==> src/rtl/scan_letter_fifo_pkg.sv <==
// -----------------------------------------------------------------------------
// scan_pkg
// Shared definitions for the PS/2 scan-code-to-letter FIFO:
//   - PS/2 set-2 make codes for the letters A..Z
//   - F0 (break) and E0 (extended) prefix byte constants
//   - decoder FSM state type
//   - code_to_letter(): maps one set-2 byte to a letter index (A=0 .. Z=25)
// Optional feature macro used by the design: SCAN_TYPEMATIC_FILTER_EN
// -----------------------------------------------------------------------------
package scan_pkg;

  localparam int NUM_LETTERS = 26;
  localparam int LETTER_W    = 5;

  // Prefix bytes
  localparam logic [7:0] SC_F0 = 8'hF0;
  localparam logic [7:0] SC_E0 = 8'hE0;

  // Set-2 make codes for letters
  localparam logic [7:0] SC_A = 8'h1C;
  localparam logic [7:0] SC_B = 8'h32;
  localparam logic [7:0] SC_C = 8'h21;
  localparam logic [7:0] SC_D = 8'h23;
  localparam logic [7:0] SC_E = 8'h24;
  localparam logic [7:0] SC_F = 8'h2B;
  localparam logic [7:0] SC_G = 8'h34;
  localparam logic [7:0] SC_H = 8'h33;
  localparam logic [7:0] SC_I = 8'h43;
  localparam logic [7:0] SC_J = 8'h3B;
  localparam logic [7:0] SC_K = 8'h42;
  localparam logic [7:0] SC_L = 8'h4B;
  localparam logic [7:0] SC_M = 8'h3A;
  localparam logic [7:0] SC_N = 8'h31;
  localparam logic [7:0] SC_O = 8'h44;
  localparam logic [7:0] SC_P = 8'h4D;
  localparam logic [7:0] SC_Q = 8'h15;
  localparam logic [7:0] SC_R = 8'h2D;
  localparam logic [7:0] SC_S = 8'h1B;
  localparam logic [7:0] SC_T = 8'h2C;
  localparam logic [7:0] SC_U = 8'h3C;
  localparam logic [7:0] SC_V = 8'h2A;
  localparam logic [7:0] SC_W = 8'h1D;
  localparam logic [7:0] SC_X = 8'h22;
  localparam logic [7:0] SC_Y = 8'h35;
  localparam logic [7:0] SC_Z = 8'h1A;

  // Decoder states: IDLE waits for a make or a prefix, BRK swallows the byte
  // after F0, EXT swallows the byte after E0 (unless it is F0), EXT_BRK
  // swallows the byte after E0 F0.
  typedef enum logic [1:0] {
    IDLE    = 2'd0,
    BRK     = 2'd1,
    EXT     = 2'd2,
    EXT_BRK = 2'd3
  } dec_state_t;

  typedef struct packed {
    logic                hit;
    logic [LETTER_W-1:0] idx;
  } letter_lookup_t;

  function automatic letter_lookup_t code_to_letter(input logic [7:0] code);
    letter_lookup_t r;
    r.hit = 1'b1;
    r.idx = '0;
    case (code)
      SC_A: r.idx = 5'd0;
      SC_B: r.idx = 5'd1;
      SC_C: r.idx = 5'd2;
      SC_D: r.idx = 5'd3;
      SC_E: r.idx = 5'd4;
      SC_F: r.idx = 5'd5;
      SC_G: r.idx = 5'd6;
      SC_H: r.idx = 5'd7;
      SC_I: r.idx = 5'd8;
      SC_J: r.idx = 5'd9;
      SC_K: r.idx = 5'd10;
      SC_L: r.idx = 5'd11;
      SC_M: r.idx = 5'd12;
      SC_N: r.idx = 5'd13;
      SC_O: r.idx = 5'd14;
      SC_P: r.idx = 5'd15;
      SC_Q: r.idx = 5'd16;
      SC_R: r.idx = 5'd17;
      SC_S: r.idx = 5'd18;
      SC_T: r.idx = 5'd19;
      SC_U: r.idx = 5'd20;
      SC_V: r.idx = 5'd21;
      SC_W: r.idx = 5'd22;
      SC_X: r.idx = 5'd23;
      SC_Y: r.idx = 5'd24;
      SC_Z: r.idx = 5'd25;
      default: r.hit = 1'b0;
    endcase
    return r;
  endfunction

endpackage

==> src/rtl/scan_letter_fifo_if.sv <==
// -----------------------------------------------------------------------------
// scan_letter_fifo_if
// Bundle of the scan-code input strobe, FIFO control and letter outputs.
//   master : keyboard/consumer side (drives scan_code, scan_valid, clear, pop)
//   slave  : scan_letter_fifo (drives letter, letter_onehot, out_valid,
//            count, overflow)
// Parameters: DEPTH (FIFO entries), CODE_W (scan-code width, >= 8)
// -----------------------------------------------------------------------------
interface scan_letter_fifo_if #(
  parameter int DEPTH  = 8,
  parameter int CODE_W = 8
);
  localparam int COUNT_W = $clog2(DEPTH + 1);

  logic [CODE_W-1:0]  scan_code;
  logic               scan_valid;
  logic               clear;
  logic               pop;
  logic [4:0]         letter;
  logic [25:0]        letter_onehot;
  logic               out_valid;
  logic [COUNT_W-1:0] count;
  logic               overflow;

  modport master (
    output scan_code, scan_valid, clear, pop,
    input  letter, letter_onehot, out_valid, count, overflow
  );

  modport slave (
    input  scan_code, scan_valid, clear, pop,
    output letter, letter_onehot, out_valid, count, overflow
  );
endinterface

==> src/rtl/scan_letter_fifo_fifo.sv <==
// -----------------------------------------------------------------------------
// letter_fifo
// Circular FIFO of letter indices with occupancy counter.
// Ports:
//   clock, resetn : clock, asynchronous active-low reset
//   clear         : synchronous flush (wins over push/pop)
//   push, din     : write request and data
//   pop           : read request (ignored when empty)
//   dout          : head entry, forced to 0 when empty
//   count         : occupancy 0..DEPTH
//   empty         : no entries
//   dropped       : push refused this cycle because full with no pop
// Parameters: DEPTH (power of 2, >= 2), WIDTH (entry width)
// -----------------------------------------------------------------------------
module letter_fifo #(
  parameter int DEPTH = 8,
  parameter int WIDTH = 5
) (
  input  logic                       clock,
  input  logic                       resetn,
  input  logic                       clear,
  input  logic                       push,
  input  logic [WIDTH-1:0]           din,
  input  logic                       pop,
  output logic [WIDTH-1:0]           dout,
  output logic [$clog2(DEPTH+1)-1:0] count,
  output logic                       empty,
  output logic                       dropped
);
  localparam int PTR_W   = $clog2(DEPTH);
  localparam int COUNT_W = $clog2(DEPTH + 1);

  logic [WIDTH-1:0]   mem [DEPTH];
  logic [PTR_W-1:0]   wr_ptr_reg;
  logic [PTR_W-1:0]   rd_ptr_reg;
  logic [COUNT_W-1:0] count_reg;
  logic               full;
  logic               do_push;
  logic               do_pop;

  assign empty   = (count_reg == '0);
  assign full    = (count_reg == COUNT_W'(DEPTH));
  assign do_pop  = pop && !empty && !clear;
  // A pop in the same cycle frees the slot, so a full FIFO still accepts.
  assign do_push = push && (!full || do_pop) && !clear;
  assign dropped = push && full && !do_pop && !clear;

  // Storage needs no reset: entries are only visible through valid pointers.
  always_ff @(posedge clock) begin
    if (do_push) begin
      mem[wr_ptr_reg] <= din;
    end
  end

  // Pointers wrap naturally because DEPTH is a power of 2.
  always_ff @(posedge clock or negedge resetn) begin
    if (!resetn) begin
      wr_ptr_reg <= '0;
      rd_ptr_reg <= '0;
      count_reg  <= '0;
    end else if (clear) begin
      wr_ptr_reg <= '0;
      rd_ptr_reg <= '0;
      count_reg  <= '0;
    end else begin
      if (do_push) wr_ptr_reg <= wr_ptr_reg + PTR_W'(1);
      if (do_pop)  rd_ptr_reg <= rd_ptr_reg + PTR_W'(1);
      case ({do_push, do_pop})
        2'b10:   count_reg <= count_reg + COUNT_W'(1);
        2'b01:   count_reg <= count_reg - COUNT_W'(1);
        default: count_reg <= count_reg;
      endcase
    end
  end

  // Asynchronous read of the head keeps push-to-visible latency at one cycle.
  assign dout  = empty ? '0 : mem[rd_ptr_reg];
  assign count = count_reg;

endmodule

==> src/rtl/scan_letter_fifo.sv <==
// -----------------------------------------------------------------------------
// scan_letter_fifo
// Decodes a stream of PS/2 set-2 bytes into letter indices (A=0 .. Z=25)
// and queues them in a FIFO for a consumer.
// Ports:
//   clock  : system clock, rising edge
//   resetn : asynchronous active-low reset
//   bus    : scan_letter_fifo_if.slave
//            in : scan_code, scan_valid (strobe), clear (sync flush), pop
//            out: letter (head, 0 when empty), letter_onehot, out_valid,
//                 count, overflow (sticky drop flag)
// Parameters: DEPTH (power of 2, >= 2), CODE_W (>= 8)
// Optional feature: define SCAN_TYPEMATIC_FILTER_EN to suppress auto-repeat
// makes of the currently held letter.
// -----------------------------------------------------------------------------
module scan_letter_fifo
  import scan_pkg::*;
#(
  parameter int DEPTH  = 8,
  parameter int CODE_W = 8
) (
  input logic                clock,
  input logic                resetn,
  scan_letter_fifo_if.slave  bus
);
  localparam int COUNT_W = $clog2(DEPTH + 1);

  dec_state_t          state_reg;
  dec_state_t          state_next;
  logic                overflow_reg;
  logic                push_req;
  logic [LETTER_W-1:0] push_letter;

  logic [7:0]          code_byte;
  logic                code_is_byte;
  letter_lookup_t      lookup;
  logic                is_f0;
  logic                is_e0;
  logic                is_letter;

  logic [LETTER_W-1:0] head_letter;
  logic [COUNT_W-1:0]  fifo_count;
  logic                fifo_empty;
  logic                fifo_dropped;

`ifdef SCAN_TYPEMATIC_FILTER_EN
  logic                held_valid_reg;
  logic                held_valid_next;
  logic [LETTER_W-1:0] held_letter_reg;
  logic [LETTER_W-1:0] held_letter_next;
`endif

  // Wider codes only match when the bits above the set-2 byte are zero.
  assign code_byte    = bus.scan_code[7:0];
  assign code_is_byte = ((bus.scan_code >> 8) == '0);
  assign lookup       = code_to_letter(code_byte);
  assign is_f0        = code_is_byte && (code_byte == SC_F0);
  assign is_e0        = code_is_byte && (code_byte == SC_E0);
  assign is_letter    = code_is_byte && lookup.hit;

  // ---------------------------------------------------------------- decoder
  always_ff @(posedge clock or negedge resetn) begin
    if (!resetn) begin
      state_reg <= IDLE;
    end else if (bus.clear) begin
      state_reg <= IDLE;
    end else begin
      state_reg <= state_next;
    end
  end

  always_comb begin
    state_next  = state_reg;
    push_req    = 1'b0;
    push_letter = lookup.idx;
`ifdef SCAN_TYPEMATIC_FILTER_EN
    held_valid_next  = held_valid_reg;
    held_letter_next = held_letter_reg;
`endif
    if (bus.scan_valid) begin
      case (state_reg)
        IDLE: begin
          if (is_f0) begin
            state_next = BRK;
          end else if (is_e0) begin
            state_next = EXT;
          end else if (is_letter) begin
`ifdef SCAN_TYPEMATIC_FILTER_EN
            // Auto-repeat of the key still held down is not queued again.
            if (!(held_valid_reg && (held_letter_reg == lookup.idx))) begin
              push_req         = 1'b1;
              held_valid_next  = 1'b1;
              held_letter_next = lookup.idx;
            end
`else
            push_req = 1'b1;
`endif
          end
        end
        BRK: begin
`ifdef SCAN_TYPEMATIC_FILTER_EN
          if (is_letter && held_valid_reg && (held_letter_reg == lookup.idx)) begin
            held_valid_next = 1'b0;
          end
`endif
          state_next = IDLE;
        end
        EXT: begin
          state_next = is_f0 ? EXT_BRK : IDLE;
        end
        EXT_BRK: begin
          state_next = IDLE;
        end
        default: begin
          state_next = IDLE;
        end
      endcase
    end
  end

`ifdef SCAN_TYPEMATIC_FILTER_EN
  always_ff @(posedge clock or negedge resetn) begin
    if (!resetn) begin
      held_valid_reg  <= 1'b0;
      held_letter_reg <= '0;
    end else if (bus.clear) begin
      held_valid_reg  <= 1'b0;
      held_letter_reg <= '0;
    end else begin
      held_valid_reg  <= held_valid_next;
      held_letter_reg <= held_letter_next;
    end
  end
`endif

  // ------------------------------------------------------------------- FIFO
  letter_fifo #(
    .DEPTH (DEPTH),
    .WIDTH (LETTER_W)
  ) u_fifo (
    .clock   (clock),
    .resetn  (resetn),
    .clear   (bus.clear),
    .push    (push_req),
    .din     (push_letter),
    .pop     (bus.pop),
    .dout    (head_letter),
    .count   (fifo_count),
    .empty   (fifo_empty),
    .dropped (fifo_dropped)
  );

  always_ff @(posedge clock or negedge resetn) begin
    if (!resetn) begin
      overflow_reg <= 1'b0;
    end else if (bus.clear) begin
      overflow_reg <= 1'b0;
    end else if (fifo_dropped) begin
      overflow_reg <= 1'b1;
    end
  end

  // ---------------------------------------------------------------- outputs
  assign bus.letter    = head_letter;
  assign bus.out_valid = !fifo_empty;
  assign bus.count     = fifo_count;
  assign bus.overflow  = overflow_reg;

  generate
    for (genvar gi = 0; gi < NUM_LETTERS; gi++) begin : g_onehot
      assign bus.letter_onehot[gi] = !fifo_empty && (head_letter == LETTER_W'(gi));
    end
  endgenerate

endmodule

==> src/flat_wrapper.sv <==
// flat-port wrapper written by rule: the top's interface ports become plain ports
module scan_letter_fifo_flat import scan_pkg::*;
#(
  parameter int DEPTH  = 8,
  parameter int CODE_W = 8
)
  (clock, resetn, bus_scan_code, bus_scan_valid, bus_clear, bus_pop, bus_letter, bus_letter_onehot, bus_out_valid, bus_count, bus_overflow);
  scan_letter_fifo_if #(.DEPTH(DEPTH), .CODE_W(CODE_W)) bus_i ();
  input logic clock;
  input logic resetn;
  input wire logic [$bits(bus_i.scan_code)-1:0] bus_scan_code;
  input wire logic [$bits(bus_i.scan_valid)-1:0] bus_scan_valid;
  input wire logic [$bits(bus_i.clear)-1:0] bus_clear;
  input wire logic [$bits(bus_i.pop)-1:0] bus_pop;
  output wire logic [$bits(bus_i.letter)-1:0] bus_letter;
  output wire logic [$bits(bus_i.letter_onehot)-1:0] bus_letter_onehot;
  output wire logic [$bits(bus_i.out_valid)-1:0] bus_out_valid;
  output wire logic [$bits(bus_i.count)-1:0] bus_count;
  output wire logic [$bits(bus_i.overflow)-1:0] bus_overflow;
  assign bus_i.scan_code = bus_scan_code;
  assign bus_i.scan_valid = bus_scan_valid;
  assign bus_i.clear = bus_clear;
  assign bus_i.pop = bus_pop;
  assign bus_letter = bus_i.letter;
  assign bus_letter_onehot = bus_i.letter_onehot;
  assign bus_out_valid = bus_i.out_valid;
  assign bus_count = bus_i.count;
  assign bus_overflow = bus_i.overflow;
  scan_letter_fifo #(.DEPTH(DEPTH), .CODE_W(CODE_W)) u_core (.clock(clock), .resetn(resetn), .bus(bus_i));
endmodule
==> config.mk <==
export PLATFORM = sky130hd
export DESIGN_NAME = scan_letter_fifo_flat
export DESIGN_NICKNAME = d
export VERILOG_FILES = /design/src/rtl/scan_letter_fifo_pkg.sv /design/src/rtl/scan_letter_fifo_if.sv /design/src/rtl/scan_letter_fifo_fifo.sv /design/src/rtl/scan_letter_fifo.sv /design/src/flat_wrapper.sv
export SDC_FILE = /design/constraint.sdc
export NUM_CORES = 1
export LEC_CHECK = 0
export CAP_MARGIN = 15
export CORE_MARGIN = 3
export CORE_UTILIZATION = 58
export DETAILED_ROUTE_END_ITERATION = 10
export PLACE_DENSITY = 0.85
export SYNTH_ARGS = -nofsm -noshare
export SYNTH_HDL_FRONTEND = slang
export SYNTH_SLANG_ARGS = --single-unit
==> constraint.sdc <==
create_clock -name clock -period 7.9 [get_ports clock]
set_clock_uncertainty 0.2 [all_clocks]
set_input_delay 1.58 -clock clock [delete_from_list [all_inputs] [get_ports clock]]
set_output_delay 1.58 -clock clock [all_outputs]
set_load 0.03 [all_outputs]
# After elaboration in Yosys (flattened, before gate mapping)
# Memories as Yosys holds them, arrays and structs flattened.
# Index checks and enable logic that the tools add are counted.
classes:
  add_sub_neg: 4
  eq_ne: 60
  muxes: 24
  reduce_logical: 49
ops:
  columns: ["operator", "n"]
  rows:
  - ["$eq A8 B6 Y1 const B", 16]
  - ["$pmux W5 S25", 1]
  - ["$eq A5 B5 Y1 const B", 10]
  - ["$eq A5 B4 Y1 const B", 8]
  - ["$eq A8 B5 Y1 const B", 5]
  - ["$eq A8 B7 Y1 const B", 5]
  - ["$logic_and A1 B1 Y1", 33]
  - ["$reduce_or A26 Y1", 1]
  - ["$eq A5 B3 Y1 const B", 4]
  - ["$eq A8 B8 Y1 const B", 2]
  - ["$mux W3", 4]
  - ["$eq A5 B2 Y1 const B", 2]
  - ["$mux W1", 10]
  - ["$mux W2", 5]
  - ["$pmux W4 S2", 1]
  - ["$reduce_bool A2 Y1", 4]
  - ["$add A3 B1 Y3 const B", 2]
  - ["$eq A2 B2 Y1 const B", 3]
  - ["$pmux W2 S3", 1]
  - ["$eq A5 B1 Y1 const B", 1]
  - ["$logic_not A5 Y1", 1]
  - ["$mux W5", 1]
  - ["$add A4 B1 Y4 const B", 1]
  - ["$eq A2 B1 Y1 const B", 2]
  - ["11 further kinds", 14]
word_totals:
  regBits: 13
  ramBits: 40
  in_bits: 13
  n_memories: 1
memory_table:
  columns: ["memory", "words", "word_bits", "read_ports", "rd_clocked_by_memory_dff", "write_ports", "line_no", "rtl"]
  rows:
  - ["u_core.u_fifo.mem", 8, 5, 1, 0, 1, "scan_letter_fifo_fifo.sv:33", "logic [WIDTH-1:0] mem [DEPTH];"]

# Logic depth before layout (Yosys ltp)
# Gate-level depths: netlist (run 1).
logic_depth:
  depth_word: 13
  depth_mapped: 14
  depth_no_buf: 12

# By module
# From an unflattened synthesis (run 1), not the netlist that was laid out.
hier_totals:
  hier_cells: 292
  area_unflattened_um2: 3146.8
by_module_without_submodules:
  columns: ["module", "instances", "cells_per_inst", "area_per_inst_um2", "seq_area_each_um2"]
  rows:
  - ["letter_fifo", 1, 141, 2233.4, 1451.4]
  - ["scan_letter_fifo", 1, 151, 913.4, 75.1]

# Least setup slack after synthesis (run 1)
# No wires, ideal clock.
synth_timing:
  path_type: "input-to-reg"
  start: "in bus_scan_code[4]"
  end: "reg u_core.u_fifo.count_reg[3] (netlist: u_core.u_fifo.count[3])"
  setup_time_ns: 0.068
  t_arrival_ns: 4.694
  t_required_ns: 7.632
  slack_ns: 2.938
  cell_stages: 14
  path_buffers: 2
  path_cell_list: "buf_6 > nor2b_4 > mux2_2 > a32o_1 > or4b_1 > o31a_1 > buf_6 > nor3_1 > ha_1 > a21o_1 > a21oi_1 > nor4_1 > a221oi_1 > and4b_1"
synth_via:
  elab_chain_cells: 13
synth_lines:
  columns: ["item", "line_no", "rtl"]
  rows:
  - ["start: declaration", "flat_wrapper.sv:11", "input wire logic [$bits(bus_i.scan_code)-1:0] bus_scan_code;"]
  - ["$eq A8 B5 Y1, or another cell as far along", "scan_letter_fifo_pkg.sv:66", "case (code)"]
  - ["$reduce_or A26 Y1 (no line)", null, null]
  - ["$mux W1", "scan_letter_fifo_pkg.sv:66", null]
  - ["$mux W1", "scan_letter_fifo.sv:87", "end else if (is_letter) begin"]
  - ["$mux W1", "scan_letter_fifo.sv:85", "end else if (is_e0) begin"]
  - ["$mux W1 *", "scan_letter_fifo.sv:83", "if (is_f0) begin"]
  - ["$mux W1 *", "scan_letter_fifo.sv:81", "case (state_reg)"]
  - ["$mux W1 *", "scan_letter_fifo.sv:80", "if (bus.scan_valid) begin"]
  - ["$logic_and A1 B1 Y1 * (2 in a row)", "scan_letter_fifo_fifo.sv:45", "assign do_push = push && (!full || do_pop) && !clear;"]
  - ["$eq A2 B1 Y1 or $eq A2 B2 Y1 (tied branches)", "scan_letter_fifo_fifo.sv:68", "case ({do_push, do_pop})"]
  - ["$pmux W4 S2", "scan_letter_fifo_fifo.sv:68", null]
  - ["$mux W4", "scan_letter_fifo_fifo.sv:61", "end else if (clear) begin"]
  - ["end signal: assignment", "scan_letter_fifo_fifo.sv:69", "2'b10: count_reg <= count_reg + COUNT_W'(1);"]
  - ["end signal: assignment", "scan_letter_fifo_fifo.sv:70", "2'b01: count_reg <= count_reg - COUNT_W'(1);"]
  - ["end signal: assignment", "scan_letter_fifo_fifo.sv:71", "default: count_reg <= count_reg;"]
  - ["end: declaration", "scan_letter_fifo_fifo.sv:36", "logic [COUNT_W-1:0] count_reg;"]
# Mark *: on every way between the ends. The rest lies on a longest branch, timed or not.
# A chain may end at the register's enable or synchronous reset.

# Worst setup path after layout (run 1)
# Ends and elaborated chain as after synthesis.

==> results of run 1 <==
routing by layer:
metal | vias to the layer above | wire length (um) | track usage, %
li1 | 1172 | - | -
met1 | 1166 | 2838 | 28.68
met2 | 95 | 3358 | 38.56
met3 | 4 | 337 | 3.273
met4 | 0 | 67 | 6.186
met5 | - | 0 | 0
cells by family (layout without fill, tap and decap cells):
| group | after synthesis | after routing | share of synthesized area, % |
|---|---|---|---|
| flip-flops | 53 | 53 | 48.62 |
| buffers and inverters | 22 | 67 | 3.268 |
| AND/OR/NAND/NOR | 143 | 143 | 23.71 |
| XOR/XNOR | 6 | 6 | 1.674 |
| multiplexers | 22 | 22 | 11.40 |
| AO/OA/AOI/OAI | 41 | 41 | 9.088 |
| adder cells (fa/ha/maj) | 5 | 5 | 2.232 |
cells in the mapped netlist (all sizes together) (2+ instances only):
cell / number / area share, %
nor2: 47 / 5.6
edfxtp: 40 / 38
nand2: 18 / 2.2
nand3: 15 / 2.4
nand2b: 14 / 2.8
dfrtp: 13 / 10
a21oi: 10 / 1.6
clkbuf: 10 / 1.2
mux4: 10 / 7.2
o21ai: 10 / 1.6
nor2b: 9 / 2.0
mux2i: 8 / 2.6
nor3: 8 / 1.3
buf: 6 / 1.4
inv: 6 / 0.72
or3: 6 / 1.2
nor4: 5 / 1.0
ha: 4 / 1.6
mux2: 4 / 1.7
nor4b: 4 / 1.1
xor2: 4 / 1.1
nand3b: 3 / 0.72
o32ai: 3 / 1.1
or2: 3 / 0.60
or3b: 3 / 0.84
a211o: 2 / 0.56
a21o: 2 / 0.48
and3: 2 / 0.40
o211ai: 2 / 0.48
o31ai: 2 / 0.48
xnor2: 2 / 0.56
final cells by class:
cell class                 instances  area share, %
clock buffer                       5          1.831
clock inverter                     3         0.6658
inverter                           6         0.5992
multi-input combinational        217          40.18
sequential                        53          40.61
tap                               70          2.330
timing repair buffer              53          13.78
how the worst max path moves through the flow:
stage	start	end	slack [ns]	cells after the start
global route	bus_scan_code[4]	u_core.u_fifo.count[3]	1.86	13
finish	bus_scan_code[4]	u_core.u_fifo.count[3]	2.19	13
global placement	bus_scan_code[4]	u_core.u_fifo.count[3]	2.05	13
detailed placement	bus_scan_code[4]	u_core.u_fifo.count[3]	1.94	13
CTS	bus_scan_code[4]	u_core.u_fifo.count[3]	2.24	13
floorplan	bus_scan_code[4]	u_core.u_fifo.count[3]	2.94	14
layout by cell type (no fill, tap or decap), types with 2 or more instances in the layout:
cell / netlist / final
sky130_fd_sc_hd__a211o_1: 2 / 2
sky130_fd_sc_hd__a21o_1: 2 / 2
sky130_fd_sc_hd__a21oi_1: 10 / 10
sky130_fd_sc_hd__and3_1: 2 / 2
sky130_fd_sc_hd__buf_4: 0 / 3
sky130_fd_sc_hd__clkbuf_8: 0 / 5
sky130_fd_sc_hd__clkdlybuf4s50_1: 0 / 49
sky130_fd_sc_hd__dfrtp_1: 13 / 13
sky130_fd_sc_hd__edfxtp_1: 40 / 40
sky130_fd_sc_hd__ha_1: 4 / 4
sky130_fd_sc_hd__inv_1: 6 / 6
sky130_fd_sc_hd__mux2_2: 2 / 2
sky130_fd_sc_hd__mux2_4: 2 / 2
sky130_fd_sc_hd__mux2i_1: 8 / 8
sky130_fd_sc_hd__mux4_2: 10 / 10
sky130_fd_sc_hd__nand2_1: 18 / 18
sky130_fd_sc_hd__nand2b_1: 14 / 14
sky130_fd_sc_hd__nand3_1: 15 / 15
sky130_fd_sc_hd__nand3b_1: 3 / 3
sky130_fd_sc_hd__nor2_1: 47 / 47
sky130_fd_sc_hd__nor2b_1: 8 / 8
sky130_fd_sc_hd__nor3_1: 8 / 8
sky130_fd_sc_hd__nor4_1: 5 / 5
sky130_fd_sc_hd__nor4b_1: 4 / 4
sky130_fd_sc_hd__o211ai_1: 2 / 2
sky130_fd_sc_hd__o21ai_0: 10 / 10
sky130_fd_sc_hd__o31ai_1: 2 / 2
sky130_fd_sc_hd__o32ai_1: 2 / 2
sky130_fd_sc_hd__or2_2: 3 / 3
sky130_fd_sc_hd__or3_1: 6 / 6
sky130_fd_sc_hd__or3b_2: 2 / 2
sky130_fd_sc_hd__xnor2_1: 2 / 2
sky130_fd_sc_hd__xor2_1: 4 / 4
power by group through the flow:
stage | sequential (mW) | combinational, mW | clock (mW)
2_1_floorplan | 0.318 | 0.109 | 0
3_3_place_gp | 0.322 | 0.155 | 0
3_5_place_dp | 0.322 | 0.158 | 0
4_1_cts | 0.316 | 0.158 | 0.152
5_1_grt | 0.318 | 0.172 | 0.164
6_report | 0.316 | 0.158 | 0.147
stage by stage:
step	setup WS (ns)	instances	instance area (um2)	total power [mW]
floorplan	2.938	292	3139	0.4272
global placement	2.046	398	3660	0.4769
detailed placement	1.941	398	3660	0.4800
CTS	2.238	406	3754	0.6258
global route	1.862	407	3759	0.6534
finish	2.188	407	3759	0.6211
worst min-delay path: cells and delay by family, from the launching register on:
| family | cells | cell delay, ns |
|---|---|---|
| flip-flops | 1 | 0.36 |
| AO/OA/AOI/OAI | 1 | 0.04 |
| AND/OR/NAND/NOR | 1 | 0.08 |
==> reports/summary.log, run 1 <==
INFO  cells_and_area areaGrowthSynthToFinish=19.73%
INFO  global_routing grt_pass1_vias=2277
INFO  synthesis      yosysUniqueCellTypes=53
INFO  pwr            power_density=165.2nW/um2
INFO  synthesis      synth_async_sr_flop_share=24.53%
INFO  worst_setup_path type_of_element_capturing_the_critical_path=flip-flop
INFO  worst_setup_path crit_required=7.94ns
INFO  worst_setup_path worst-setup-path-type=in -> reg
INFO  flow_run       maxCapViolations=0
INFO  worst_setup_path critPathLaunchType=primary input
INFO  clock_tree     post_cts.resized_instances=0
INFO  synthesis      ys_ff_latch=53
INFO  clock_tree     tritoncts=built
INFO  worst_setup_path maximum_net_fanout_on_the_critical_path=18
INFO  cells_and_area largest_reg_flops=40
INFO  synthesis      ys.flop_type=sky130_fd_sc_hd__edfxtp_1
INFO  drt            route.detailed.wl_per_inst=16.22um
INFO  placed_design  finalWeightedCongestion=0.9337
INFO  drt            drt_iter0_drc=130
INFO  sta            setup_viol=0
INFO  drt            postRouteAntennaNets=0
INFO  cells_and_area drive_gt1_share=10.09%
INFO  sta            final-max-slew-violation-count=0
INFO  worst_setup_path arrival_time_of_data_at_the_critical_path_endpoint=5.75ns
INFO  clock_tree     post_cts_buffers=0
INFO  clock_tree     ctsHoldBuffers=0
INFO  sta            min_period_over_period=72.30%
INFO  die            row_count=26
INFO  cells_and_area final_core_util=72.67%
INFO  min_path       hold_class=reg -> reg
INFO  die            boundaryPins=50
INFO  synthesis      synth-edff-count=40
INFO  pwr            pleak=1.350nW
INFO  cells_and_area fillCellCount=376
INFO  pwr            power_report.internal_total=0.4343mW
INFO  sta            timing.slew.headroom=44.47%
INFO  clock_tree     cts_max_level=2
INFO  sta            setup_tns=0ns
INFO  global_routing groute.usage.overall=22.12%
INFO  worst_setup_path cp_cell_sequence=clkdlybuf4s50_1 > nor2b_4 > mux2_2 > a32o_1 > or4b_1 > o31a_1 > nor3_1 > ha_1 > a21o_1 > a21oi_1 > nor4_1 > a221oi_1 > and4b_1
INFO  cells_and_area storage_cell_area=1526um2
INFO  die            die_width=79.57um
INFO  drt            via_per_inst=5.988
INFO  die            coreArea=5172um2
INFO  drt            vias=2437
INFO  sta            clock.fmax=0.1751GHz
INFO  sta            grt_setup_unrepaired=false
INFO  global_routing grt.overflow.total=0
INFO  worst_setup_path reg2reg_setup_slack=4.81ns
INFO  clock_tree     cts_root_buffer=sky130_fd_sc_hd__clkbuf_8
INFO  synthesis      synth_fp_nets=310
INFO  clock_tree     cts-root-to-sink-buffers=2
INFO  sta            hold-worst-slack=0.3147ns
INFO  synthesis      sequential_element_share_of_the_synthesized_area=48.62%
INFO  pwr            share_clk_of_total_power=23.7%
INFO  run_status     run_status=finished clean
INFO  die            design.die.area=6331um2
INFO  pwr            power_switching_share=30.07%
INFO  sta            fin_crit=5.712ns
INFO  drt            route.final.wire_length=6.601mm
INFO  synthesis      syn_area_per_cell=10.75um2
INFO  clock_tree     cts_made_buffers=5
INFO  synthesis      synthCells=292
INFO  cells_and_area n_antenna_cell=0
INFO  sta            worstMarginPinSlew=0.8266ns
INFO  worst_setup_path cp_slowest_stage_delay=0.71ns
INFO  sta            hold_violations=0
INFO  min_path       holdPathEnd=u_core.bus.overflow
INFO  worst_setup_path cp_slowest_cell=sky130_fd_sc_hd__clkdlybuf4s50_1
INFO  die            initial_utilization=60.69%
INFO  clock_tree     cts.reportedPaths.clkPinSlew=0.09ns
INFO  synthesis      netlist_area_pre_place=3139um2
INFO  placed_design  place_hpwl=5.058mm
INFO  cells_and_area multi_input_logic_area=1510um2
INFO  cells_and_area nets=354
INFO  clock_tree     clk_lat_worst_skew=0.30ns
INFO  worst_setup_path worstRegToRegCells=10
INFO  global_routing maximum_number_of_pins_on_one_net_before_global_route_repair=23
INFO  pwr            pwr-share-comb=25.5%
INFO  min_path       worst_hold_path.num_cells=2
INFO  die            fp.dieH=79.57um
INFO  worst_setup_path worst_reg2reg_startpoint=u_core.state_reg[1]
INFO  pwr            vdd.ir_drop.worst=0.1315mV
INFO  global_routing grt_first_pass_wirelength=10.87mm
INFO  worst_setup_path timing.critical_path.buf_inv=1
INFO  pwr            switchingPower=0.1868mW
INFO  worst_setup_path worst_path_dominant_cell_family=simple AND/OR/NAND/NOR gates
INFO  drt            drc=0
INFO  global_routing grt_antenna_before_repair=0
INFO  placed_design  port_buffers=49
INFO  min_path       hold_start=u_core.bus.overflow
INFO  clock_tree     cts.sink_count=53
INFO  synthesis      ys_warn_count=0
INFO  pwr            share_seq_of_total_power=50.8%
INFO  drt            drt-pass1-iter-count=5
INFO  worst_setup_path critical_path.reg2reg.endpoint=u_core.u_fifo.count[3]
Note: power is estimated with default switching activity, not from simulation.
==> run 2: changes to the inputs <==
--- a/config.mk
+++ b/config.mk
@@ -7,9 +7,9 @@
 export LEC_CHECK = 0
 export CAP_MARGIN = 15
 export CORE_MARGIN = 3
-export CORE_UTILIZATION = 58
+export CORE_UTILIZATION = 49
 export DETAILED_ROUTE_END_ITERATION = 10
-export PLACE_DENSITY = 0.85
+export PLACE_DENSITY = 0.77
 export SYNTH_ARGS = -nofsm -noshare
 export SYNTH_HDL_FRONTEND = slang
 export SYNTH_SLANG_ARGS = --single-unit
==> constraint.sdc (replaced) <==
create_clock -name clock -period 4.9 [get_ports clock]
set_clock_uncertainty 0.2 [all_clocks]
set_input_delay 0.98 -clock clock [delete_from_list [all_inputs] [get_ports clock]]
set_output_delay 0.98 -clock clock [all_outputs]
set_load 0.03 [all_outputs]
==> reports/summary.log, run 2 (synthesis results as in run 1) <==
INFO  sta            setup_viol=0 [unchanged]
INFO  sta            final-max-slew-violation-count=0 [unchanged]
INFO  min_path       hold_class=reg -> reg [unchanged]
INFO  clock_tree     cts-root-to-sink-buffers=2 [unchanged]
INFO  global_routing grt_pass1_vias=2512 [was 2277]
INFO  pwr            pwr-share-comb=26.5% [was 25.5%]
INFO  clock_tree     cts_made_buffers=5 [unchanged]
INFO  drt            vias=2504 [was 2437]
INFO  clock_tree     clk_lat_worst_skew=0.31ns [was 0.30 ns]
INFO  worst_setup_path worst-setup-path-type=in -> reg [unchanged]
INFO  worst_setup_path critPathLaunchType=primary input [unchanged]
INFO  worst_setup_path arrival_time_of_data_at_the_critical_path_endpoint=4.57ns [was 5.75 ns]
INFO  clock_tree     post_cts_buffers=0 [unchanged]
INFO  cells_and_area layout.cells.most_common=sky130_fd_sc_hd__clkdlybuf4s50_1 [unchanged]
INFO  clock_tree     cts.sink_count=53 [unchanged]
INFO  worst_setup_path crit_required=4.95ns [was 7.94 ns]
INFO  clock_tree     ctsHoldBuffers=0 [unchanged]
INFO  pwr            pleak=1.430nW [was 1.350 nW]
INFO  die            design.die.area=7403um2 [was 6331 um2]
INFO  clock_tree     cts.reportedPaths.clkPinSlew=0.09ns [about the same]
INFO  drt            drt_iter0_drc=142 [was 130]
INFO  cells_and_area fillCellCount=484 [was 376]
INFO  die            die_width=86.04um [was 79.57 um]
INFO  global_routing grt_first_pass_wirelength=12.03mm [was 10.87 mm]
INFO  drt            route.detailed.wl_per_inst=16.32um [was 16.22 um]
INFO  worst_setup_path type_of_element_capturing_the_critical_path=flip-flop [unchanged]
INFO  sta            setup_tns=0ns [unchanged]
INFO  pwr            share_seq_of_total_power=49.9% [was 50.8%]
INFO  sta            hold_violations=0 [unchanged]
INFO  clock_tree     cts_root_buffer=sky130_fd_sc_hd__clkbuf_8 [unchanged]
INFO  pwr            power_density=262.0nW/um2 [was 165.2 nW/um2]
INFO  sta            clock.fmax=0.2211GHz
INFO  global_routing grt_antenna_before_repair=0 [unchanged]
INFO  cells_and_area areaGrowthSynthToFinish=23.71% [was 19.73%]
INFO  worst_setup_path maximum_net_fanout_on_the_critical_path=11 [was 18]
INFO  pwr            power_switching_share=30.46% [was 30.07%]
INFO  drt            route.final.wire_length=6.986mm [was 6.601 mm]
INFO  placed_design  port_buffers=49 [unchanged]
INFO  run_status     run_status=finished clean [unchanged]
INFO  pwr            power_report.internal_total=0.7075mW [was 0.4343 mW]
INFO  drt            via_per_inst=5.850 [was 5.988]
INFO  pwr            share_clk_of_total_power=23.6% [was 23.7%]
INFO  sta            worstMarginPinSlew=0.7581ns [was 0.8266 ns]
INFO  global_routing grt.overflow.total=0 [unchanged]
INFO  flow_run       maxCapViolations=0 [unchanged]
INFO  cells_and_area drive_gt1_share=14.16% [was 10.09%]
INFO  placed_design  finalWeightedCongestion=0.9262 [was 0.9337]
INFO  die            boundaryPins=50 [unchanged]
INFO  drt            drc=0 [unchanged]
INFO  pwr            p_total=1.017mW [was 0.6211 mW]
INFO  die            row_count=28 [was 26]
INFO  cells_and_area finalNonFillerCells=428 [was 407]
INFO  pwr            switchingPower=0.3098mW [was 0.1868 mW]
INFO  global_routing groute.usage.overall=20.43% [was 22.12%]
INFO  sta            fin_crit=4.522ns
INFO  cells_and_area final_core_util=64.08% [was 72.67%]
INFO  drt            postRouteAntennaNets=0 [unchanged]
INFO  cells_and_area mostFrequentLayoutCells=49 x sky130_fd_sc_hd__clkdlybuf4s50_1, 47 x sky130_fd_sc_hd__nor2_1, 40 x sky130_fd_sc_hd__edfxtp_1, 20 x sky130_fd_sc_hd__buf_4, 18 x sky130_fd_sc_hd__nand2_1 [was 49 x sky130_fd_sc_hd__clkdlybuf4s50_1, 47 x sky130_fd_sc_hd__nor2_1, 40 x sky130_fd_sc_hd__edfxtp_1, 18 x sky130_fd_sc_hd__nand2_1, 15 x sky130_fd_sc_hd__nand3_1]
INFO  placed_design  place_hpwl=5.323mm [was 5.058 mm]
INFO  sta            timing.slew.headroom=49.30% [was 44.47%]
INFO  die            coreArea=6061um2 [was 5172 um2]
INFO  global_routing maximum_number_of_pins_on_one_net_before_global_route_repair=23 [unchanged]
INFO  clock_tree     cts_max_level=2 [unchanged]
INFO  drt            drt-pass1-iter-count=5 [unchanged]
INFO  placed_design  post-place-cells=420 [was 398]
INFO  cells_and_area nets=370 [was 354]
INFO  die            initial_utilization=51.80% [was 60.69%]
INFO  clock_tree     tritoncts=built [unchanged]
INFO  pwr            vdd.ir_drop.worst=0.1603mV [was 0.1315 mV]
INFO  cells_and_area n_antenna_cell=0 [unchanged]
INFO  sta            min_period_over_period=92.29%
INFO  cells_and_area largest_reg_flops=40 [unchanged]
INFO  die            fp.dieH=86.04um [was 79.57 um]
INFO  sta            grt_setup_unrepaired=false [unchanged]
INFO  clock_tree     post_cts.resized_instances=0 [unchanged]
-- run 2: cell types whose count changed in the layout (fill, tap and decap cells not counted) --
cell / previous run / this run
sky130_fd_sc_hd__buf_4: 3 / 20
sky130_fd_sc_hd__clkbuf_2: 1 / 0
sky130_fd_sc_hd__clkinv_2: 0 / 1
sky130_fd_sc_hd__clkinv_4: 1 / 0
-- run 2: final cells by class --
cell class | count | area [um2] | area share, %
sequential | 53 | 1526 | 39.30
tap | 75 | 93.84 | 2.416
clock inverter | 3 | 21.27 | 0.5477
inverter | 6 | 22.52 | 0.5799
multi-input combinational | 217 | 1510 | 38.89
clock buffer | 5 | 68.82 | 1.772
timing repair buffer | 69 | 640.6 | 16.49
-- run 2: through the flow --
stage	cell area (um2)	setup slack (ns)	hold WS (ns)
floorplan	3139	0.5383	0.3280
global placement	3794	0.2362	0.2840
CTS	3884	0.3571	0.3113
finish	3884	0.3776	0.3049
global route	3884	0.2065	0.3277
detailed placement	3794	0.1200	0.2886
-- run 2: layer usage --
metal | vias up | wire (um) | global-route usage, %
met1 | 1205 | 2953 | 25.34
met3 | 15 | 327 | 2.305
met2 | 82 | 3515 | 35.74
li1 | 1202 | - | -
met4 | 0 | 189 | 9.065
met5 | - | 0 | 0
-- run 2: critical path, stage by stage --
cell                              delay [ns]
sky130_fd_sc_hd__clkdlybuf4s50_1        0.66
sky130_fd_sc_hd__nand2b_1               0.19
sky130_fd_sc_hd__mux2i_1                0.09
sky130_fd_sc_hd__a32o_1                 0.27
sky130_fd_sc_hd__or4b_1                 0.50
sky130_fd_sc_hd__o31a_1                 0.28
sky130_fd_sc_hd__nor3_1                 0.25
sky130_fd_sc_hd__ha_1                   0.29
sky130_fd_sc_hd__a21o_1                 0.17
sky130_fd_sc_hd__a21oi_1                0.28
sky130_fd_sc_hd__buf_4                  0.18
sky130_fd_sc_hd__nor2_1                 0.04
sky130_fd_sc_hd__o21ai_0                0.18
sky130_fd_sc_hd__and4b_1                0.21
-- run 2: final timing paths --
| path | end | cells after the start | from | slack (ns) |
|---|---|---|---|---|
| min in group asynchronous | u_core.u_fifo.count[0] | 1 | resetn | 0.84 |
| max in group asynchronous | u_core.u_fifo.wr_ptr_reg[2] | 1 | resetn | 3.27 |
| worst min-delay path | u_core.bus.overflow | 2 | u_core.bus.overflow | 0.30 |
| worst max-delay path | u_core.u_fifo.count[3] | 14 | bus_scan_code[1] | 0.38 |
| worst max register to register | u_core.u_fifo.count[3] | 12 | u_core.u_fifo.count[0] | 1.83 |
| worst min register to register | u_core.bus.overflow | 2 | u_core.bus.overflow | 0.30 |
-- run 2: power groups by stage --
stage / registers (mW) / logic [mW] / clock network (mW)
2_1_floorplan: 0.513 / 0.175 / 0
3_3_place_gp: 0.517 / 0.264 / 0
3_5_place_dp: 0.518 / 0.268 / 0
4_1_cts: 0.508 / 0.270 / 0.248
5_1_grt: 0.512 / 0.294 / 0.266
6_report: 0.507 / 0.270 / 0.241
==> run 3: changes to the inputs <==
--- a/config.mk
+++ b/config.mk
@@ -10,6 +10,7 @@
 export CORE_UTILIZATION = 49
 export DETAILED_ROUTE_END_ITERATION = 10
 export PLACE_DENSITY = 0.77
+export REMOVE_ABC_BUFFERS = 1
 export SYNTH_ARGS = -nofsm -noshare
 export SYNTH_HDL_FRONTEND = slang
 export SYNTH_SLANG_ARGS = --single-unit
==> reports/summary.log, run 3 (synthesis results as in run 1) <==
INFO  die            initial_utilization=51.80% [unchanged]
INFO  sta            setup_tns=0ns [unchanged]
INFO  worst_setup_path worst_path_dominant_cell_family=compound AO/OA/AOI/OAI gates [was simple AND/OR/NAND/NOR gates]
INFO  sta            clock.fmax=0.2192GHz [was 0.2211 GHz]
INFO  cells_and_area fillCellCount=500 [was 484]
INFO  worst_setup_path cp_cell_sequence=clkdlybuf4s50_1 > nor2b_4 > mux2_2 > a32o_1 > or4b_1 > o31a_1 > nor3_1 > ha_1 > a21o_1 > a21oi_1 > nor4_1 > a221oi_1 > and4b_1 [was clkdlybuf4s50_1 > nand2b_1 > mux2i_1 > a32o_1 > or4b_1 > o31a_1 > nor3_1 > ha_1 > a21o_1 > a21oi_1 > buf_4 > nor2_1 > o21ai_0 > and4b_1]
INFO  die            fp.dieH=86.04um [unchanged]
INFO  cells_and_area areaGrowthSynthToFinish=23.28% [was 23.71%]
INFO  placed_design  post-place-cells=418 [was 420]
INFO  pwr            share_seq_of_total_power=50.3% [was 49.9%]
INFO  placed_design  dp_worst_setup_slack=0.05701ns [was 0.1200 ns]
INFO  cells_and_area largest_reg_flops=40 [unchanged]
INFO  die            die_width=86.04um [unchanged]
INFO  drt            route.final.wire_length=6.943mm [was 6.986 mm]
INFO  worst_setup_path type_of_element_capturing_the_critical_path=flip-flop [unchanged]
INFO  drt            drt_iter0_drc=195 [was 142]
INFO  worst_setup_path cp_slowest_cell=sky130_fd_sc_hd__clkdlybuf4s50_1 [unchanged]
INFO  die            coreArea=6061um2 [unchanged]
INFO  run_status     run_status=finished clean [unchanged]
INFO  die            design.die.area=7403um2 [unchanged]
INFO  sta            timing.slew.headroom=48.96% [was 49.30%]
INFO  global_routing groute.usage.overall=19.84% [was 20.43%]
INFO  sta            grt_setup_unrepaired=false [unchanged]
INFO  drt            via_per_inst=5.789 [was 5.850]
INFO  clock_tree     cts-root-to-sink-buffers=2 [unchanged]
INFO  placed_design  place_hpwl=5.359mm [was 5.323 mm]
INFO  clock_tree     ctsHoldBuffers=0 [unchanged]
INFO  pwr            power_report.internal_total=0.7059mW [was 0.7075 mW]
INFO  pwr            power_switching_share=29.68% [was 30.46%]
INFO  sta            hold-worst-slack=0.2992ns [was 0.3049 ns]
INFO  pwr            p_total=1.004mW [was 1.017 mW]
INFO  clock_tree     tritoncts=built [unchanged]
INFO  drt            vias=2472 [was 2504]
INFO  die            row_count=28 [unchanged]
INFO  worst_setup_path maximum_net_fanout_on_the_critical_path=8 [was 11]
INFO  worst_setup_path arrival_time_of_data_at_the_critical_path_endpoint=4.60ns [was 4.57 ns]
INFO  sta            fin_crit=4.561ns [was 4.522 ns]
INFO  clock_tree     cts_max_level=2 [unchanged]
INFO  drt            postRouteAntennaNets=0 [unchanged]
INFO  clock_tree     clk_lat_worst_skew=0.30ns [was 0.31 ns]
INFO  cells_and_area drive_gt1_share=13.35% [was 14.16%]
INFO  pwr            pwr-share-comb=26.6% [was 26.5%]
INFO  min_path       hold_class=reg -> reg [unchanged]
INFO  global_routing grt.overflow.total=0 [unchanged]
INFO  worst_setup_path timing.critical_path.buf_inv=1 [was 2]
INFO  pwr            pleak=1.414nW [was 1.430 nW]
INFO  global_routing maximum_number_of_pins_on_one_net_before_global_route_repair=23 [unchanged]
INFO  clock_tree     cts.reportedPaths.clkPinSlew=0.09ns [about the same]
INFO  clock_tree     cts_root_buffer=sky130_fd_sc_hd__clkbuf_8 [unchanged]
INFO  drt            drt-pass1-iter-count=4 [was 5]
INFO  clock_tree     post_cts.resized_instances=0 [unchanged]
INFO  global_routing grt_pass1_vias=2426 [was 2512]
INFO  cells_and_area finalNonFillerCells=427 [was 428]
INFO  global_routing grt_antenna_before_repair=0 [unchanged]
INFO  pwr            power_density=259.4nW/um2 [was 262.0 nW/um2]
INFO  cells_and_area mostFrequentLayoutCells=49 x sky130_fd_sc_hd__clkdlybuf4s50_1, 47 x sky130_fd_sc_hd__nor2_1, 40 x sky130_fd_sc_hd__edfxtp_1, 18 x sky130_fd_sc_hd__nand2_1, 18 x sky130_fd_sc_hd__buf_4 [was 49 x sky130_fd_sc_hd__clkdlybuf4s50_1, 47 x sky130_fd_sc_hd__nor2_1, 40 x sky130_fd_sc_hd__edfxtp_1, 20 x sky130_fd_sc_hd__buf_4, 18 x sky130_fd_sc_hd__nand2_1]
INFO  flow_run       maxCapViolations=0 [unchanged]
INFO  cells_and_area cell_area_after_layout=3870um2 [was 3884 um2]
INFO  sta            hold_violations=0 [unchanged]
INFO  drt            route.detailed.wl_per_inst=16.26um [was 16.32 um]
INFO  cells_and_area nets=369 [was 370]
INFO  worst_setup_path worst-setup-path-type=in -> reg [unchanged]
INFO  clock_tree     post_cts_buffers=0 [unchanged]
INFO  sta            finalWorstSetupSlack=0.3386ns [was 0.3776 ns]
INFO  cells_and_area n_antenna_cell=0 [unchanged]
INFO  placed_design  finalWeightedCongestion=0.9034 [was 0.9262]
INFO  sta            worstMarginPinSlew=0.7560ns [was 0.7581 ns]
INFO  sta            final-max-slew-violation-count=0 [unchanged]
INFO  pwr            vdd.ir_drop.worst=0.1220mV [was 0.1603 mV]
INFO  drt            drc=0 [unchanged]
INFO  cells_and_area final_core_util=63.85% [was 64.08%]
INFO  worst_setup_path crit_required=4.94ns [was 4.95 ns]
INFO  sta            min_period_over_period=93.09% [was 92.29%]
INFO  clock_tree     cts_made_buffers=5 [unchanged]
INFO  placed_design  port_buffers=49 [unchanged]
INFO  die            boundaryPins=50 [unchanged]
INFO  pwr            switchingPower=0.2979mW [was 0.3098 mW]
INFO  cells_and_area layout.cells.most_common=sky130_fd_sc_hd__clkdlybuf4s50_1 [unchanged]
INFO  pwr            share_clk_of_total_power=23.0% [was 23.6%]
INFO  worst_setup_path cp_slowest_stage_delay=0.54ns [was 0.66 ns]
INFO  worst_setup_path critPathLaunchType=primary input [unchanged]
INFO  sta            setup_viol=0 [unchanged]
INFO  global_routing grt_first_pass_wirelength=11.58mm [was 12.03 mm]
INFO  clock_tree     cts.sink_count=53 [unchanged]
INFO  placed_design  placed_cell_area=3779um2 [was 3794 um2]
run 3: cell types whose count changed in the layout (fill, tap and decap cells not counted):
| cell | before | now |
|---|---|---|
| sky130_fd_sc_hd__clkinv_2 | 1 | 0 |
| sky130_fd_sc_hd__buf_4 | 20 | 18 |
| sky130_fd_sc_hd__clkinvlp_4 | 1 | 2 |
| sky130_fd_sc_hd__clkbuf_1 | 0 | 2 |
| sky130_fd_sc_hd__inv_6 | 1 | 0 |
run 3: power by group through the flow:
stage	sequential, mW	clock [mW]	combinational, mW
finish	0.505	0.231	0.267
detailed placement	0.516	0	0.267
global placement	0.516	0	0.264
floorplan	0.521	0	0.154
global route	0.509	0.263	0.291
CTS	0.506	0.236	0.267
run 3: cell type report:
type                       count  area (um2)  share of cell area [%]
sequential                    53        1526                   39.44
tap                           75       93.84                   2.425
multi-input combinational    217        1510                   39.02
clock buffer                   6       72.57                   1.875
clock inverter                 2       15.01                  0.3880
timing repair buffer          68       629.4                   16.26
inverter                       6       22.52                  0.5820
run 3: worst paths after layout:
kind / from / endpoint / slack, ns / cells after the start
max: bus_scan_code[4] / u_core.u_fifo.count[3] / 0.34 / 13
min: u_core.bus.overflow / u_core.bus.overflow / 0.30 / 2
max reg2reg: u_core.u_fifo.count[1] / u_core.u_fifo.count[3] / 1.64 / 11
min reg2reg: u_core.bus.overflow / u_core.bus.overflow / 0.30 / 2
max in group asynchronous: resetn / u_core.u_fifo.wr_ptr_reg[2] / 3.23 / 1
min in group asynchronous: resetn / u_core.u_fifo.count[3] / 0.86 / 1
run 3: worst register-to-register path, delay by kind of cell (launching register included):
kind | cells | cell delay [ns]
AO/OA/AOI/OAI | 3 | 0.79
adder cells (fa/ha/maj) | 1 | 0.29
buffers and inverters | 2 | 0.33
flip-flops | 1 | 0.47
AND/OR/NAND/NOR | 5 | 1.13
run 3: routing by layer:
layer	GRT usage, %	wire length [um]	share of wire [%]
met1	26.20	2975	43
met2	33.15	3410	49
met3	2.209	386	5.6
met4	8.489	172	2.5
met5	0	0	0
